## config.mk

```make
export PLATFORM = sky130hd
export DESIGN_NAME = vga_timing_gen
export DESIGN_NICKNAME = d
export VERILOG_FILES = /design/src/rtl/vga_timing_pkg.sv /design/src/rtl/vga_timing_gen.sv
export SDC_FILE = /design/constraint.sdc
export NUM_CORES = 1
export LEC_CHECK = 0
export BUFFER_PORTS_ARGS = -buffer_cell sky130_fd_sc_hd__buf_2
export CORE_UTILIZATION = 40
export DETAILED_ROUTE_END_ITERATION = 6
export GPL_ROUTABILITY_DRIVEN = 0
export PLACE_DENSITY = 0.64
export SLEW_MARGIN = 15
export SYNTH_ARGS = -nofsm -noshare
export SYNTH_HDL_FRONTEND = slang
export SYNTH_SLANG_ARGS = --single-unit
```

## constraint.sdc

```tcl
create_clock -name clk -period 3.05 [get_ports clk]
set_input_delay 0 -clock clk [delete_from_list [all_inputs] [get_ports clk]]
set_output_delay 0 -clock clk [all_outputs]
set_load 0.005 [all_outputs]
```

## src/rtl/vga_timing_pkg.sv

```systemverilog
// ---------------------------------------------------------------------------
// vga_timing_pkg
//   Timing constants for the 1024x768 @ 70 Hz VGA mode (75 MHz pixel clock)
//   and the derived totals / sync window bounds used by vga_timing_gen.
//   Sync windows are half-open: [HS_START, HS_END) and [VS_START, VS_END).
// ---------------------------------------------------------------------------
package vga_timing_pkg;

    // Horizontal timing, in pixel clocks
    localparam int H_ACTIVE = 1024;
    localparam int H_FP     = 24;
    localparam int H_SYNC   = 136;
    localparam int H_BP     = 144;
    localparam int H_TOTAL  = H_ACTIVE + H_FP + H_SYNC + H_BP;   // 1328
    localparam int HS_START = H_ACTIVE + H_FP;                   // 1048
    localparam int HS_END   = HS_START + H_SYNC;                 // 1184

    // Vertical timing, in lines
    localparam int V_ACTIVE = 768;
    localparam int V_FP     = 3;
    localparam int V_SYNC   = 6;
    localparam int V_BP     = 29;
    localparam int V_TOTAL  = V_ACTIVE + V_FP + V_SYNC + V_BP;   // 806
    localparam int VS_START = V_ACTIVE + V_FP;                   // 771
    localparam int VS_END   = VS_START + V_SYNC;                 // 777

    // Sync polarity (0 = active-low pulses) and coordinate width
    localparam logic SYNC_POL = 1'b0;
    localparam int   CW       = 12;

    typedef logic [11:0] vga_coord_t;

endpackage : vga_timing_pkg

```

## src/rtl/vga_timing_gen.sv

```systemverilog
// ---------------------------------------------------------------------------
// vga_timing_gen
//   Free-running display timing generator. Two counters (h_cnt, v_cnt) sweep
//   the full raster; every output is registered from the counter values held
//   before the edge, so coordinates, video_on, syncs and strobes are aligned
//   with one clock of latency.
//
// Ports
//   clk           in   pixel clock (single clock domain)
//   rstn          in   asynchronous active-low reset
//   pixel_column  out  horizontal position 0..H_TOTAL-1 (not blanked)
//   pixel_row     out  vertical position 0..V_TOTAL-1 (not blanked)
//   video_on      out  high inside the visible H_ACTIVE x V_ACTIVE area
//   hsync         out  horizontal sync, SYNC_POL when asserted
//   vsync         out  vertical sync, SYNC_POL when asserted
//   line_start    out  one-clock pulse at column 0
//   frame_start   out  one-clock pulse at column 0, row 0
// ---------------------------------------------------------------------------
module vga_timing_gen
    import vga_timing_pkg::*;
#(
    parameter int   H_ACTIVE = vga_timing_pkg::H_ACTIVE,
    parameter int   H_FP     = vga_timing_pkg::H_FP,
    parameter int   H_SYNC   = vga_timing_pkg::H_SYNC,
    parameter int   H_BP     = vga_timing_pkg::H_BP,
    parameter int   V_ACTIVE = vga_timing_pkg::V_ACTIVE,
    parameter int   V_FP     = vga_timing_pkg::V_FP,
    parameter int   V_SYNC   = vga_timing_pkg::V_SYNC,
    parameter int   V_BP     = vga_timing_pkg::V_BP,
    parameter logic SYNC_POL = vga_timing_pkg::SYNC_POL,
    parameter int   CW       = vga_timing_pkg::CW
) (
    input  logic          clk,
    input  logic          rstn,
    output logic [CW-1:0] pixel_column,
    output logic [CW-1:0] pixel_row,
    output logic          video_on,
    output logic          hsync,
    output logic          vsync,
    output logic          line_start,
    output logic          frame_start
);

    localparam int H_TOTAL  = H_ACTIVE + H_FP + H_SYNC + H_BP;
    localparam int V_TOTAL  = V_ACTIVE + V_FP + V_SYNC + V_BP;
    localparam int HS_START = H_ACTIVE + H_FP;
    localparam int HS_END   = HS_START + H_SYNC;
    localparam int VS_START = V_ACTIVE + V_FP;
    localparam int VS_END   = VS_START + V_SYNC;

    // Counters must be able to hold every position of the raster.
    if (H_TOTAL > 2 ** CW) begin : g_h_width_chk
        $error("vga_timing_gen: H_TOTAL (%0d) does not fit in CW=%0d bits", H_TOTAL, CW);
    end
    if (V_TOTAL > 2 ** CW) begin : g_v_width_chk
        $error("vga_timing_gen: V_TOTAL (%0d) does not fit in CW=%0d bits", V_TOTAL, CW);
    end

    // CW-bit constants so every compare below is unsigned and width-matched.
    localparam logic [CW-1:0] H_LAST    = CW'(H_TOTAL - 1);
    localparam logic [CW-1:0] V_LAST    = CW'(V_TOTAL - 1);
    localparam logic [CW-1:0] H_ACT_C   = CW'(H_ACTIVE);
    localparam logic [CW-1:0] V_ACT_C   = CW'(V_ACTIVE);
    localparam logic [CW-1:0] HS_START_C = CW'(HS_START);
    localparam logic [CW-1:0] HS_END_C   = CW'(HS_END);
    localparam logic [CW-1:0] VS_START_C = CW'(VS_START);
    localparam logic [CW-1:0] VS_END_C   = CW'(VS_END);

    logic [CW-1:0] h_cnt;
    logic [CW-1:0] v_cnt;

    logic in_active;
    logic in_hsync;
    logic in_vsync;

    always_comb begin
        in_active = (h_cnt < H_ACT_C) && (v_cnt < V_ACT_C);
        in_hsync  = (h_cnt >= HS_START_C) && (h_cnt < HS_END_C);
        // vsync is decoded from the row alone, so it changes together with
        // the row at the column-0 boundary.
        in_vsync  = (v_cnt >= VS_START_C) && (v_cnt < VS_END_C);
    end

    // NOTE: non-blocking assignments make the output stage sample the
    // counter values from before this edge while the counters advance, which
    // is exactly the one-clock latency all outputs share.
    always_ff @(posedge clk or negedge rstn) begin
        if (!rstn) begin
            h_cnt        <= '0;
            v_cnt        <= '0;
            pixel_column <= '0;
            pixel_row    <= '0;
            video_on     <= 1'b0;
            hsync        <= ~SYNC_POL;
            vsync        <= ~SYNC_POL;
            line_start   <= 1'b0;
            frame_start  <= 1'b0;
        end else begin
            // Raster counters: row advances (and wraps) only on a column wrap.
            if (h_cnt == H_LAST) begin
                h_cnt <= '0;
                if (v_cnt == V_LAST) begin
                    v_cnt <= '0;
                end else begin
                    v_cnt <= v_cnt + 1'b1;
                end
            end else begin
                h_cnt <= h_cnt + 1'b1;
            end

            // Output register stage
            pixel_column <= h_cnt;
            pixel_row    <= v_cnt;
            video_on     <= in_active;
            hsync        <= in_hsync ? SYNC_POL : ~SYNC_POL;
            vsync        <= in_vsync ? SYNC_POL : ~SYNC_POL;
            line_start   <= (h_cnt == '0);
            frame_start  <= (h_cnt == '0) && (v_cnt == '0);
        end
    end

endmodule : vga_timing_gen
```

After elaboration in Yosys (flattened, before gate mapping)
Index checks and enable logic that the tools add are counted. W data, S select, Z words.

Flip-flop bits (word level): 53. Input port bits: 2. Word-level logic and storage cells: 29.

Add/sub/neg operators: 2. Order comparisons: 6. Equal/unequal tests: 2. Multiplexer cells: 4. Reductions and logical operators: 6.

Operators by type and width (count): $add A12 B1 Y12 const B (2); $logic_not A12 Y1 (2); $lt A12 B10 Y1 const B (2); $lt A12 B11 Y1 const B (2); $mux W12 (2); $eq A12 B10 Y1 const B (1); $eq A12 B11 Y1 const B (1); $ge A12 B10 Y1 const B (1); $ge A12 B11 Y1 const B (1); $logic_and A1 B1 Y1 (4); $mux W1 (2).

Logic depth before layout (Yosys ltp)
Gate-level depths: netlist of the first run.

Depth after elaboration: 3. Depth in mapped cells: 6. Gate-level depth less buffers: 6.

Least setup slack after synthesis of the first run
Ideal clock, no wire load.

Path type: flip-flop to flip-flop. From: reg h_cnt[9]. To: reg v_cnt[8]. Arrival time: 1.694 ns. Data required time: 2.967 ns. Slack: 1.273 ns. Stages on the path, launching flop included: 6. Buffers on the path: 1. Period minus slack after synthesis: 1.777 ns. Cell sequence: dfrtp_1 or2_4 or4_1 buf_2 or3_1 o21ai_0.

Word-level cells in the longest chain between the ends: 1.

Ends and longest elaborated chain: from (decl) (line vga_timing_gen.sv:69) `logic [CW-1:0] h_cnt;`; from (signal assigned) (line vga_timing_gen.sv:108) `h_cnt <= h_cnt + 1'b1;`; $eq A12 B11 Y1 (line vga_timing_gen.sv:100) `if (h_cnt == H_LAST) begin`; to (signal assigned) (line vga_timing_gen.sv:105) `v_cnt <= v_cnt + 1'b1;`; to (decl) (line vga_timing_gen.sv:70) `logic [CW-1:0] v_cnt;`.

No other way between the ends. A chain may end at the register's enable or synchronous reset.

Worst setup path in the final report of the first run
From: reg h_cnt[0]. To: reg v_cnt[3].

The elaborated chain is that of the path after synthesis.

==> run metrics, run 1 <==
outcome finished, final reports clean; CTS Buf Count 5; Final Cell Area 0.00241 mm^2; clk_skew 0.00866 ns; Vias 1367; IO Pins 31; Reg2Reg Setup Slack 1.11 ns; max_slew headroom 0.554; share of cells above drive strength 1 0.221; FP Rows 25; syn_nets 179; crit path cell chain ha_1, nand3_1, nor4_2, nand4_1, mux2_2; PortBufs 30; die width 74.1 um; critical path required time 3.24 ns; register area share after synthesis 0.640; final setup fails 0; synthesized area 0.00208 mm^2; Non-Filler Instances 275; filler cell count 458; Peak VDD IR 0.281 mV; Starting Density 0.428; largest area contributor in the netlist dfrtp_1; Metal-1 WL 1.81 mm; CTS clk-pin slew, worst paths 0.09 ns; Skew-Pair Late Insertion Delay 0.30 ns; worst setup path class register to register; fin crit period 1.94 ns; initial antenna violation count 0; synth warn 0; largest net degree at the start of global routing 33; Max Used Layer met4; DRT iter0 DRCs 99; area delta synth->final 16.1%; RSZ-0062 raised after global routing false; Power Density 455 mW/mm^2; Slew Limit Fails 0; Routed Antenna Nets 0; number of global-route vias before repair 1212; H-Tree Level Count 2; Leak Pwr 1.21 nW; Crit. End Element register; maxcap violations 0; ant diodes 0; post-CTS setup buffer count 0; area post-placement 0.00232 mm^2; clk buf depth 2; worst-path fanout max 5; Gate Count Post-Synth 171; fin crit share 0.637; first-pass GRT wire length 6.05 mm; Final Hold Vio Count 0; synth top area cells dfrtp_1 61%, xnor2_1 3.8%, ha_1 3.6%; slowest stage delay, CP 0.54 ns; metal2 WL 1.60 mm; WL per Instance 13.3 um; Final #Nets 216; GR Overflow Total 0; First-pass DRT Iterations 4; Placed Cells 267; #FFs+latches synth 53; Synth Area per Inst 12.1 um^2; WP data arrival 2.14 ns; post-DP HPWL 2.54 mm; met3 wire length 184 um; CTS tree done; Synth cell types 32; clock sink count 53; Placeable Area 0.00485 mm^2; startpoint types register; via/cell ratio 4.97; gr usage total 0.151; total routed wirelength 3.66 mm; top-area cell type share of the netlist area 0.614; Fmax 514 MHz; Least-Margin Pin Slew 0.668 ns; Setup TNS 0 ns; CTS root buffer clkbuf_8; die height 74.1 um; DRC viols 0; Slowest-stage cell, CP nor4_2; die area 0.00548 mm^2; Hold Path Class input port to asynchronous set/reset pin
==> worst max-delay path, delay by kind of cell (launching register included) <==
kind	cells	cell delay (ns)
AND/OR/NAND/NOR	3	0.90
flip-flops	1	0.42
multiplexers	1	0.29
adder cells (fa/ha/maj)	1	0.23
==> cells by family (layout without fill, tap and decap cells) <==
logic type,Yosys count,after routing,synth area share
adders and majority gates,6,6,0.0361
AOI/OAI and AO/OA,15,15,0.0410
muxes,2,2,0.0108
xor gates and xnor gates,12,12,0.0506
and+or+nand+nor,72,72,0.201
DFF,53,53,0.640
buffers and inverters,11,48,0.0211
==> Yosys cell counts (all sizes together) <==
cell type and number:
or2 2, nor3b 4, dfrtp 51, nor4 4
nor3 9, nor2 10, mux2 2, and4 2
o21ai 8, ha 6, xor2 3, xnor2 9
buf 2, clkbuf 2, a21o 2, or4 2
o211a 1, dfstp 2, inv 7, nand4 5
and2 2, a21oi 4, and3 3, nand2b 1
nand4b 2, or3 3, or4b 1, nand3 12
nand2 8, and4b 2
==> report_power, final <==
part | total, mW | leakage, nW | internal, mW | switching (mW)
Clock | 0.380 | 0.0443 | 0.180 | 0.199
Combinational | 0.0149 | 0.466 | 0.00211 | 0.0127
Sequential | 0.702 | 0.704 | 0.702 | 0
Total | 1.10 | 1.21 | 0.884 | 0.212
==> metal layers <==
| metal | vias up | GRT usage |
|---|---|---|
| li1 | 674 | - |
| met1 | 656 | 0.234 |
| met2 | 32 | 0.200 |
| met3 | 5 | 0.0325 |
| met4 | 0 | 0.0705 |
| met5 | - | 0 |
==> flip-flops by register name (all words and copies together), names as in the netlist <==
register / count
video_on: 1
vsync: 1
hsync: 1
line_start: 1
pixel_row: 12
pixel_column: 12
h_cnt: 12
v_cnt: 12
frame_start: 1
==> layout by cell type (no fill, tap or decap), drive strengths merged <==
master       Yosys  layout
a21o             2       2
a21oi            4       4
and2             2       2
and3             3       3
and4             2       2
and4b            2       2
buf              2      33
clkbuf           2       7
dfrtp           51      51
dfstp            2       2
dlygate4sd3      0       1
ha               6       6
inv              7       7
mux2             2       2
nand2            8       8
nand2b           1       1
nand3           12      12
nand4            5       5
nand4b           2       2
nor2            10      10
nor3             9       9
nor3b            4       4
nor4             4       4
o211a            1       1
o21ai            8       8
or2              2       2
or3              3       3
or4              2       2
or4b             1       1
xnor2            9       9
xor2             3       3
==> worst paths after layout <==
kind                       startpoint             to  depth (start not counted)
max in group asynchronous        rstn          vsync                          3
max reg2reg                  h_cnt[0]       v_cnt[3]                          5
max                          h_cnt[0]       v_cnt[3]                          5
min reg2reg                 v_cnt[11]  pixel_row[11]                          0
min in group clk            v_cnt[11]  pixel_row[11]                          0
min                              rstn       h_cnt[2]                          2
==> area by class of cell <==
cell class,count,area (um^2),share of cell area
inverters,7,26.3,0.0109
multi-input cells,107,704,0.292
repair buffers,34,183,0.0757
well taps,67,83.8,0.0348
clock buffers,7,86.3,0.0358
flip-flops and latches,53,1330,0.551
==> stage by stage <==
| step | util | hold slack (ns) | power, mW | setup slack [ns] |
|---|---|---|---|---|
| after floorplan | - | -0.296 | 0.716 | 1.27 |
| after global placement | 0.478 | 0.0713 | 0.731 | 1.16 |
| after CTS | 0.498 | 0.286 | 1.12 | 1.08 |
| after detailed placement | 0.478 | 0.0748 | 0.731 | 1.10 |
| after global routing | 0.498 | 0.353 | 1.14 | 0.910 |
| final | 0.498 | 0.270 | 1.10 | 1.11 |
==> what timing repair did <==
| action | in CTS | in global routing |
|---|---|---|
| endpoints found under the hold margin | 30 | 0 |
| setup endpoints to repair | 0 | 0 |
| resized for setup | 0 | 0 |
| hold buffers | 1 | 0 |
Power figures use the tool's default switching activity.
==> run 2: changes to the inputs <==
==> constraint.sdc (replaced) <==
create_clock -name clk -period 2 [get_ports clk]
set_input_delay 0 -clock clk [delete_from_list [all_inputs] [get_ports clk]]
set_output_delay 0 -clock clk [all_outputs]
set_load 0.005 [all_outputs]
==> run metrics, run 2 (synthesis results as in run 1) <==
gr usage total 0.154; post-DP HPWL 2.64 mm; delay-heaviest family, CP simple AND/OR/NAND/NOR gates; max_slew headroom 0.575; Reg2Reg Setup Slack 0.19 ns; Crit. End Element register; CTS tree done; PortBufs 30; Critical R2R Launch h_cnt[0]; DRC viols 0; largest net degree at the start of global routing 54; commonest non-fill, non-tap cell in the layout dfrtp_1; First-pass DRT Iterations 4; Non-Filler Instances 282; die area 0.00548 mm^2; Placeable Area 0.00485 mm^2; first-pass GRT wire length 6.15 mm; Peak VDD IR 0.371 mV; outcome finished, final reports clean; worst setup path class register to register; final setup fails 0; H-Tree Level Count 2; Vias 1381; share of cells above drive strength 1 0.247; reg2reg path depth 6; CTS Buf Count 5; setup slack at placement 0.126 ns; maxcap violations 0; WP data arrival 2.00 ns; total routed wirelength 3.78 mm; DRT iter0 DRCs 56; critical path required time 2.20 ns; WL per Instance 13.4 um; initial antenna violation count 0; Leak Pwr 1.25 nW; clock sink count 53; startpoint types register; number of global-route vias before repair 1268; most frequent cells in the layout 51 x dfrtp_1, 30 x buf_2, 12 x nand3_1; Least-Margin Pin Slew 0.638 ns; CTS clk-pin slew, worst paths 0.09 ns; Worst Setup Slack, final 0.192 ns; GR Overflow Total 0; post-CTS setup buffer count 0; crit path cell chain ha_1, nand3_1, nor4_2, buf_4, nand4_1, mux2_2; Setup TNS 0 ns; Buf/Inv on CP 1; Multi-input gate area 708 um^2; area delta synth->final 18.7%; Final #Nets 222; Power Density 687 mW/mm^2; fin crit period 1.81 ns; clk_skew 0.00708 ns; RSZ-0062 raised after global routing false; Hold Path Class input port to asynchronous set/reset pin; FP Rows 25; Skew-Pair Late Insertion Delay 0.30 ns; Starting Density 0.428; slowest stage delay, CP 0.41 ns; Sequential Area 0.00133 mm^2; clk buf depth 2; die width 74.1 um; final core occ 0.508; Placed Cells 273; Fmax 553 MHz; Slowest-stage cell, CP dfrtp_1; ant diodes 0; Slew Limit Fails 0; IO Pins 31; filler cell count 421; Routed Antenna Nets 0; die height 74.1 um; CTS root buffer clkbuf_8; via/cell ratio 4.90; worst-path fanout max 5; Final Hold Vio Count 0; fin crit share 0.904; reg2reg end v_cnt[3]
## run 2: cell types whose count changed in the layout (fill, tap and decap cells not counted)
cell	previous run	this run
buf_4	3	9
clkbuf_1	1	2
or4_1	2	1
or4_4	0	1
## run 2: worst max path at each step
stage,to,slack (ns),cells after the start,startpoint
4_1_cts,v_cnt[8],0.11,4,h_cnt[9]
5_1_grt,v_cnt[8],0.09,5,h_cnt[0]
6_report,v_cnt[3],0.19,6,h_cnt[0]
3_3_place_gp,v_cnt[8],0.18,4,h_cnt[9]
2_1_floorplan,v_cnt[8],0.22,5,h_cnt[9]
3_5_place_dp,v_cnt[8],0.13,4,h_cnt[9]
## run 2: worst reg2reg max path: stages, from the launching register on
cell	delay (ns)
dfrtp_1	0.41
ha_1	0.23
nand3_1	0.15
nor4_2	0.34
buf_4	0.19
nand4_1	0.10
mux2_2	0.29
## run 2: cell type report
| cell class | instances | share of cell area |
|---|---|---|
| Sequential cell | 53 | 0.539 |
| Multi-Input combinational cell | 107 | 0.287 |
| Timing Repair Buffer | 40 | 0.0924 |
| Clock buffer | 8 | 0.0365 |
| Tap cell | 67 | 0.0340 |
| Inverter | 7 | 0.0107 |
## run 2: repair_timing
item / in CTS / in global routing
setup endpoints to repair: 0 / 1
gates resized for setup: 0 / 1
hold buffers: 1 / 0
endpoints found under the hold margin: 51 / 0
## run 2: report_power, final
group	internal, mW	switching, mW
clock network	0.283	0.318
registers	1.07	0
logic	0.00323	0.0195
total	1.36	0.338
## run 2: through the flow
stage / instance area, um^2 / power, mW / hold slack (ns)
finish: 2460 / 1.69 / 0.341
global route: 2460 / 1.77 / 0.425
CTS: 2460 / 1.73 / 0.349
detailed placement: 2360 / 1.12 / 0.159
global placement: 2360 / 1.11 / 0.148
floorplan: 2080 / 1.09 / -0.296
## run 2: layer usage
layer  wire (um)  GRT usage  vias to the layer above
met2        1610      0.217                       35
met5           0          0                        -
met3         178     0.0434                        8
li1            -          -                      684
met4          81     0.0705                        0
met1        1910      0.220                      654
